### config.mk
export PLATFORM = sky130hd
export DESIGN_NAME = membus_arbiter
export DESIGN_NICKNAME = d
export VERILOG_FILES = /design/src/rtl/membus_arbiter.sv
export SDC_FILE = /design/constraint.sdc
export NUM_CORES = 1
export LEC_CHECK = 0
export BUFFER_PORTS_ARGS = -buffer_cell sky130_fd_sc_hd__buf_2
export CAP_MARGIN = 20
export CORE_AREA = 2 2 198 200
export CTS_CLUSTER_DIAMETER = 120
export DETAILED_ROUTE_END_ITERATION = 10
export DIE_AREA = 0 0 200 202
export GPL_TIMING_DRIVEN = 0
export PLACE_DENSITY = 0.61
export SETUP_SLACK_MARGIN = 0.1
export SLEW_MARGIN = 20
export SYNTH_ARGS = -nofsm -noshare
export SYNTH_HDL_FRONTEND = slang
export SYNTH_SLANG_ARGS = --single-unit
### constraint.sdc
create_clock -name clk -period 20.3 [get_ports clk]
set_input_delay 4.06 -clock clk [delete_from_list [all_inputs] [get_ports clk]]
set_output_delay 4.06 -clock clk [all_outputs]
set_load 0.02 [all_outputs]
### src/rtl/membus_arbiter.sv
// Round-robin, single-outstanding arbiter sharing one memory port between
// the instruction-fetch bus and the data bus.
module membus_arbiter #(
    parameter int ADDR_W = 64,
    parameter int DATA_W = 64
) (
    input  logic              clk,
    input  logic              reset,

    input  logic              i_valid,
    input  logic [ADDR_W-1:0] i_addr,
    output logic              i_data_ok,
    output logic [31:0]       i_data,

    input  logic              d_valid,
    input  logic [ADDR_W-1:0] d_addr,
    input  logic [2:0]        d_size,
    input  logic [7:0]        d_strobe,
    input  logic [DATA_W-1:0] d_wdata,
    output logic              d_data_ok,
    output logic [DATA_W-1:0] d_rdata,

    output logic              m_valid,
    output logic              m_is_write,
    output logic [ADDR_W-1:0] m_addr,
    output logic [2:0]        m_size,
    output logic [7:0]        m_strobe,
    output logic [DATA_W-1:0] m_wdata,
    input  logic              m_ready,
    input  logic [DATA_W-1:0] m_rdata,

    output logic              busy,
    output logic              owner
);

    typedef enum logic [1:0] {
        IDLE = 2'd0,
        REQ  = 2'd1,
        RESP = 2'd2
    } state_t;

    state_t state;
    logic   last_owner;
    logic   contention;
    logic   grant_data;

    // On contention the client that did not win last time gets the port.
    always_comb begin
        contention = i_valid && d_valid;
        grant_data = d_valid && !(i_valid && last_owner);
    end

    always_ff @(posedge clk or posedge reset) begin
        if (reset) begin
            state      <= IDLE;
            last_owner <= 1'b0;
            owner      <= 1'b0;
            m_valid    <= 1'b0;
            m_is_write <= 1'b0;
            m_addr     <= '0;
            m_size     <= 3'b000;
            m_strobe   <= 8'h00;
            m_wdata    <= '0;
            i_data_ok  <= 1'b0;
            i_data     <= 32'h0;
            d_data_ok  <= 1'b0;
            d_rdata    <= '0;
        end else begin
            i_data_ok <= 1'b0;
            d_data_ok <= 1'b0;
            case (state)
                IDLE: begin
                    if (i_valid || d_valid) begin
                        state   <= REQ;
                        m_valid <= 1'b1;
                        owner   <= grant_data;
                        if (contention) begin
                            last_owner <= grant_data;
                        end
                        if (grant_data) begin
                            m_addr     <= d_addr;
                            m_size     <= d_size;
                            m_strobe   <= d_strobe;
                            m_wdata    <= d_wdata;
                            m_is_write <= |d_strobe;
                        end else begin
                            m_addr     <= i_addr;
                            m_size     <= 3'b010;
                            m_strobe   <= 8'h00;
                            m_wdata    <= '0;
                            m_is_write <= 1'b0;
                        end
                    end
                end
                REQ: begin
                    // Client inputs are ignored here; the latched request is held until m_ready.
                    if (m_ready) begin
                        state   <= RESP;
                        m_valid <= 1'b0;
                        if (owner) begin
                            d_rdata   <= m_rdata;
                            d_data_ok <= 1'b1;
                        end else begin
                            i_data    <= m_addr[2] ? m_rdata[63:32] : m_rdata[31:0];
                            i_data_ok <= 1'b1;
                        end
                    end
                end
                RESP: begin
                    // Requesters still show the finished request's valid this cycle.
                    state <= IDLE;
                end
                default: begin
                    state <= IDLE;
                end
            endcase
        end
    end

    assign busy = (state != IDLE);

endmodule

== Word-level counts from Yosys, hierarchy flattened ==
Cells that the tools add are included.

* Output and inout bits: 241
* Bits in registers: 243
* Input bits: 272
* Logic and storage cells: 50

* Bitwise logic cells: 1
* Reduce and logical (&&, ||, !) cells: 15
* Equality and inequality tests: 3
* Muxes and demuxes: 18

{| class="wikitable"
|+ Operators by type and width
! operator !! number
|-
| 64-bit two-way mux || 2
|-
| 32-bit two-way mux || 1
|-
| 3-bit AND reduction || 4
|-
| 1-bit two-way mux || 9
|-
| 8-bit two-way mux || 1
|-
| 8-bit OR reduction || 1
|-
| 2-bit two-way mux || 2
|-
| 2-bit inequality test (second input constant) || 2
|-
| 2-bit case mux with 2 select lines || 1
|-
| 2-bit AND reduction || 2
|-
| 2-bit nonzero test || 2
|-
| 1-bit logical AND || 3
|-
| 3-bit two-way mux || 1
|-
| 2-bit by 1-bit == test with 1-bit output (second input constant) || 1
|-
| 2-bit zero test || 1
|-
| 1-bit case mux with 2 select lines || 1
|-
| 1-bit zero test || 1
|-
| 1-bit logical OR || 1
|-
| 1-bit NOT || 1
|}

== Longest topological paths before layout ==
Gate-level depths: netlist (run 1).

* Depth after elaboration: 4
* Depth in mapped cells: 5
* Depth with buffers taken out: 3

== Worst setup path before layout (run 1) ==
OpenSTA, ideal clock, no wires.

* Path type: input to register
* Start: input m_ready
* End: register d_rdata[10]
* Stages: 5
* Data required time: 20,172 ps
* Buffers on the path: 2
* Setup time: 128 ps
* Setup slack: 15,190 ps
* Arrival: 4,983 ps
* Path through: and3b_1 -> nand2_1 -> buf_2 -> buf_4 -> mux2_1

* Longest elaborated chain between the ends: 1

{| class="wikitable"
|+ Ends and longest elaborated chain
! element !! RTL line !! RTL
|-
| start, declared || 29 || <nowiki>input logic m_ready,</nowiki>
|-
| 3-bit AND reduction (no line) || - ||
|-
| end signal, assigned || 101 || <nowiki>d_rdata <= m_rdata;</nowiki>
|-
| end, declared || 21 || <nowiki>output logic [DATA_W-1:0] d_rdata,</nowiki>
|}

Every way passes these cells.
A chain may end at the register's enable or synchronous reset.

== Final worst setup path (run 1) ==
* Start: register state[0]
* End: output busy

* Longest elaborated chain between the ends: 1

{| class="wikitable"
|+ Ends and longest elaborated chain
! element !! RTL line !! RTL
|-
| start, declared || 42 || <nowiki>state_t state;</nowiki>
|-
| start signal, assigned || 55 || <nowiki>state <= IDLE;</nowiki>
|-
| start signal, assigned || 74 || <nowiki>state <= REQ;</nowiki>
|-
| start signal, assigned || 98 || <nowiki>state <= RESP;</nowiki>
|-
| 2-bit nonzero test || 120 || <nowiki>assign busy = (state != IDLE);</nowiki>
|-
| end, declared || 32 || <nowiki>output logic busy,</nowiki>
|}

Every way passes these cells.

==> metrics.txt, run 1 <==
Hold Slack=486 ps; most frequent cells in the layout=535 x buf_2, 243 x dfrtp_1, 131 x nand2_1, 96 x a21oi_1, 75 x a22o_1; Slew Limit Headroom=32.1%; Setup TNS=0 ps; Power Dens Cells=180 mW/mm^2; crit path time final=6130 ps; HP Start=d_rdata[43]; worst slew pin tran=1000 ps; Num CTS Buffers=26; Setup CP Type=reg -> out; post-synth cell types=28; Die Span Y=202 um; Final Hold Fails=0; via count=8790; Setup crit start=state[0]; PnR worst setup slack=14170 ps; Worst Setup Start Kind=register; RePlAce Congestion=0.867; Layout Nets=1641; post-CTS setup buffers=0; arrival time at the worst endpoint=2070 ps; status=finished clean; Initial Utilization=25.4%; max frequency=163 MHz; max-slew violation count=0; synthesized flop and latch total=243; utilization after layout=36.3%; post-synthesis area per instance=11.7 um^2; RSZ-0062 raised after global routing=no; Die Wd=200 um; clk root buf=clkbuf_16; max-cap violation count=0; die area=0.0404 mm^2; WP data required=16240 ps; RR Startpoint=state[0]; dominant cells by area after synthesis=dfrtp_1 63%, a22o_1 6.8%, mux2_1 5.7%; Netlist Area Pre-Place=0.00972 mm^2; maximum number of pins on one net before global-route repair=97; # resized after CTS=0; sequential share of the synthesized area=62.6%; CP max FO=10; Fillers=3940; core area=0.0383 mm^2; fin crit share=30.2%; first-pass GRT wire length=55800 um; synth warn=0; Num Clock Sinks=243; Area Growth Syn to Fin=43.0%; H-tree depth=1; # IOs=513; share of the synthesized area in the top cell type=62.6%; hold_buf cts=0; clk_lat worst skew=540 ps; commonest non-fill, non-tap cell in the layout=buf_2; share of cells above drive strength 1=43.3%; Detail Route Antenna Nets=0; drt pass-1 iters=4; drt drc=0; grt ovf=0; LEAKAGE=0.00702 uW; Tot GR Track Use=18.3%; syn nets=1099; total power=2500 uW; endpoint type of the worst setup path=output port; Synth Instances=827; dpl ws=14020 ps; vias in the first global route=9000; Post-Route Skew=17.4 ps; initial antenna violation count=13; Worst-path clk slew=60 ps; reg2reg setup slack=17790 ps; wire per inst=20.1 um; Setup Viol. Count Final=0; Port Buffers=512; CTS tree=done; area leader, netlist=dfrtp_1; Detailed Route WL=38400 um; DP HPWL=30200 um; Iter 0 DRT Violations=374; Hold Crit Class=reg -> reg; DR vias/cell=4.59; Worst IR Drop VDD=0.0883 mV; num rows=72; CTS max path bufs=3
==> path summary, 6_finish.rpt <==
kind | end | cells after the start
min reg2reg | d_rdata[43] | 1
min | d_rdata[43] | 1
max | busy | 4
min in group asynchronous | m_addr[55] | 2
max in group asynchronous | m_addr[42] | 3
max reg2reg | m_addr[48] | 5
==> state kept, by name (all words and copies together) (netlist names) <==
register,cells
m_valid,1
owner,1
m_is_write,1
m_addr,64
m_strobe,8
d_data_ok,1
m_size,3
last_owner,1
i_data,32
state,2
d_rdata,64
i_data_ok,1
m_wdata,64
==> power breakdown <==
part | switching, uW | leakage [uW] | internal [uW] | total, uW
combinational | 739 | 0.00368 | 397 | 1140
clock | 192 | 0.000439 | 304 | 496
sequential | 134 | 0.00290 | 728 | 863
==> per-layer routing <==
layer  share of wire, %  vias to the layer above  global-route usage, %
met5              0.044                        -                      0
met4                3.0                        2                   7.38
met3                9.2                       50                   5.27
met2                 50                      414                   32.1
met1                 38                     4281                   20.8
li1                   -                     4043                      -
==> critical path: stages (launching register included) <==
cell	delay (ps)
dfrtp_1	420
nor2_1	440
buf_2	420
inv_1	90
buf_2	170
==> cell type report <==
type	count	area (um^2)	share of cell area, %
Antenna cell	8	20.0	0.144
Buffer	69	307	2.21
Clock buffer	37	743	5.35
Clock inverter	9	145	1.04
Inverter	4	22.5	0.162
Multi-Input combinational cell	511	3310	23.8
Sequential cell	243	6080	43.8
Tap cell	518	648	4.66
Timing Repair Buffer	514	2620	18.8
==> synthesized netlist by cell type <==
library cell	number
dfrtp_1	243
nand2_1	131
a21oi_1	96
a22o_1	75
a31oi_1	64
mux2_1	49
clkbuf_1	36
nor2_1	33
mux2i_1	32
buf_2	23
mux2_2	15
buf_1	5
buf_4	5
inv_1	4
nor4_1	2
o21ai_0	2
a21bo_2	1
a21boi_0	1
a21o_1	1
and2_1	1
and3_1	1
and3b_1	1
nand2b_1	1
nor3_2	1
nor4bb_1	1
o32a_1	1
or2_2	1
xor2_1	1
==> metrics by stage <==
step | instance area [um^2] | std cells
2_1_floorplan | 9720 | 827
3_3_place_gp | 12900 | 1857
3_5_place_dp | 13000 | 1859
4_1_cts | 13900 | 1905
5_1_grt | 13900 | 1913
6_report | 13900 | 1913
==> kinds of logic (layout without fill, tap and decap cells) <==
kind of cell	count (synthesis)	in the layout	share of synthesized area (%)
buf+inv	73	633	3.31
flops	243	243	62.6
simple gates	173	173	7.02
xor+xnor	1	1	0.0902
mux	96	96	10.7
other cells	0	8	0
compound gates	241	241	16.3
(Power assumes the default switching activity.)
==> run 2: changes to the inputs <==
Settings changed: CORE_AREA 2 2 198 200 to 2 2 201 203, DIE_AREA 0 0 200 202 to 0 0 203 205, PLACE_DENSITY 0.61 to 0.6.
Clock period 20.3 ns to 6.2 ns, I/O delays scaled along.
==> run 2 against run 1 <==
Against the previous run:
- sequential share of layout area fell by 0.22 points
- clock power rose to 3.2 times the previous value
- routed wire length down 8.1%
- utilization shrank 0.82 points
- via count grew 0.36%
- largest cell class unchanged
- critical endpoint unchanged
- sequential cell count unchanged
- clock skew shrank 7.2 ps
- register-to-register slack worse by 14000 ps
- non-clock buffer count rose by 6
- global-route usage shrank 2.1 points
- highest routed layer is now met4
- first-iteration DRC count increased by 6.7%
==> metrics.txt, run 2 (synthesis results as in run 1) <==
status=finished clean; fin crit share=49.8%; DP Area=0.0131 mm^2; RSZ-0062 raised after global routing=no; utilization after layout=35.5%; wire per inst=18.4 um; Tot GR Track Use=16.2%; Iter 0 DRT Violations=399; WP data required=4960 ps; Final Hold Fails=0; drt pass-1 iters=5; most frequent CP cell=buf_2; max frequency=324 MHz; Initial Utilization=24.7%; Hold Crit Class=reg -> reg; Area Growth Syn to Fin=43.7%; final instance area=0.0140 mm^2; clk root buf=clkbuf_16; CTS tree=done; Top Registers=d_rdata (64), m_addr (64), m_wdata (64); Die Wd=203 um; most frequent cells in the layout=535 x buf_2, 243 x dfrtp_1, 131 x nand2_1, 96 x a21oi_1, 75 x a22o_1; share of cells above drive strength 1=43.5%; Slew Limit Headroom=47.7%; Hold Slack=486 ps; Setup TNS=0 ps; Worst IR Drop VDD=0.356 mV; Port Buffers=512; worst slew pin tran=774 ps; endpoint type of the worst setup path=output port; grt ovf=0; grt met1 use=18.9%; grt peak-use layer=met2; first-pass GRT wire length=52500 um; maximum number of pins on one net before global-route repair=35; drt drc=0; max-slew violation count=0; H-tree depth=1; RePlAce Congestion=0.883; vias in the first global route=9167; clk_lat worst skew=540 ps; num rows=73; Setup CP Type=reg -> out; max-cap violation count=0; Power Dens Cells=574 mW/mm^2; Fillers=4043; post-CTS setup buffers=0; Slowest cell on crit path=dfrtp_1; core area=0.0394 mm^2; LEAKAGE=0.00705 uW; arrival time at the worst endpoint=1850 ps; CP cell instances=nor2_1 -> buf_2 -> inv_1 -> buf_2; die area=0.0416 mm^2; commonest non-fill, non-tap cell in the layout=buf_2; CP max FO=10; DR vias/cell=4.59; met3 Track Usage GR=4.15%; Die Span Y=205 um; M2 GR Usage=29.1%; Worst Setup Start Kind=register; DP HPWL=28100 um; Setup Viol. Count Final=0; crit path time final=3090 ps; Num CTS Buffers=27; Detail Route Antenna Nets=0; initial antenna violation count=0; Post-Route Skew=10.2 ps; Detailed Route WL=35300 um; hold_buf cts=0; Num Clock Sinks=243; Layout Nets=1648; CTS max path bufs=3; critical path's largest stage delay=450 ps; Worst-path clk slew=60 ps; # IOs=513; via count=8822; # resized after CTS=0
[run 2: layer usage]
layer  share of wire, %  vias up
met5                  0        -
met4                2.3        0
met3                8.6       48
met2                 50      416
met1                 39     4302
li1                   -     4056
[run 2: worst max-delay path: cells and delay by family, from the launching register on]
kind / cells / cell delay, ps
buffers and inverters: 3 / 550
flip-flops: 1 / 450
AND/OR/NAND/NOR: 1 / 300
[run 2: final timing paths]
path                             startpoint          end  slack, ps  cells past startpoint
min in group asynchronous             reset  d_rdata[26]        650                      2
worst max-delay path               state[0]         busy       3110                      4
worst min-delay path            d_rdata[47]  d_rdata[47]        490                      1
worst max register to register     state[1]    i_data[1]       4070                      5
worst min register to register  d_rdata[47]  d_rdata[47]        490                      1
max in group asynchronous             reset  m_wdata[61]       4600                      5
[run 2: final cells by class]
| class | instances | area [um^2] | area share (%) |
|---|---|---|---|
| repair buffers | 520 | 2720 | 19.5 |
| flip-flops and latches | 243 | 6080 | 43.5 |
| well taps | 525 | 657 | 4.70 |
| clock buffers | 43 | 796 | 5.70 |
| inverters | 4 | 18.8 | 0.134 |
| diodes | 1 | 2.50 | 0.0179 |
| clock inverters | 7 | 68.8 | 0.493 |
| multi-input cells | 511 | 3310 | 23.7 |
| plain buffers | 69 | 307 | 2.19 |
[run 2: stage by stage]
stage	setup slack [ps]	cells	power [uW]
floorplan	1770	827	5040
global placement	131	1864	6450
detailed placement	3280	1872	6510
CTS	3000	1922	8120
global route	2940	1922	8520
finish	3110	1923	8020
[run 2: power breakdown]
group          total [uW]  internal, uW  switching [uW]
Combinational        3630          1310            2320
Sequential           2820          2380             439
Clock                1570           918             648
Total                8020          4610            3410
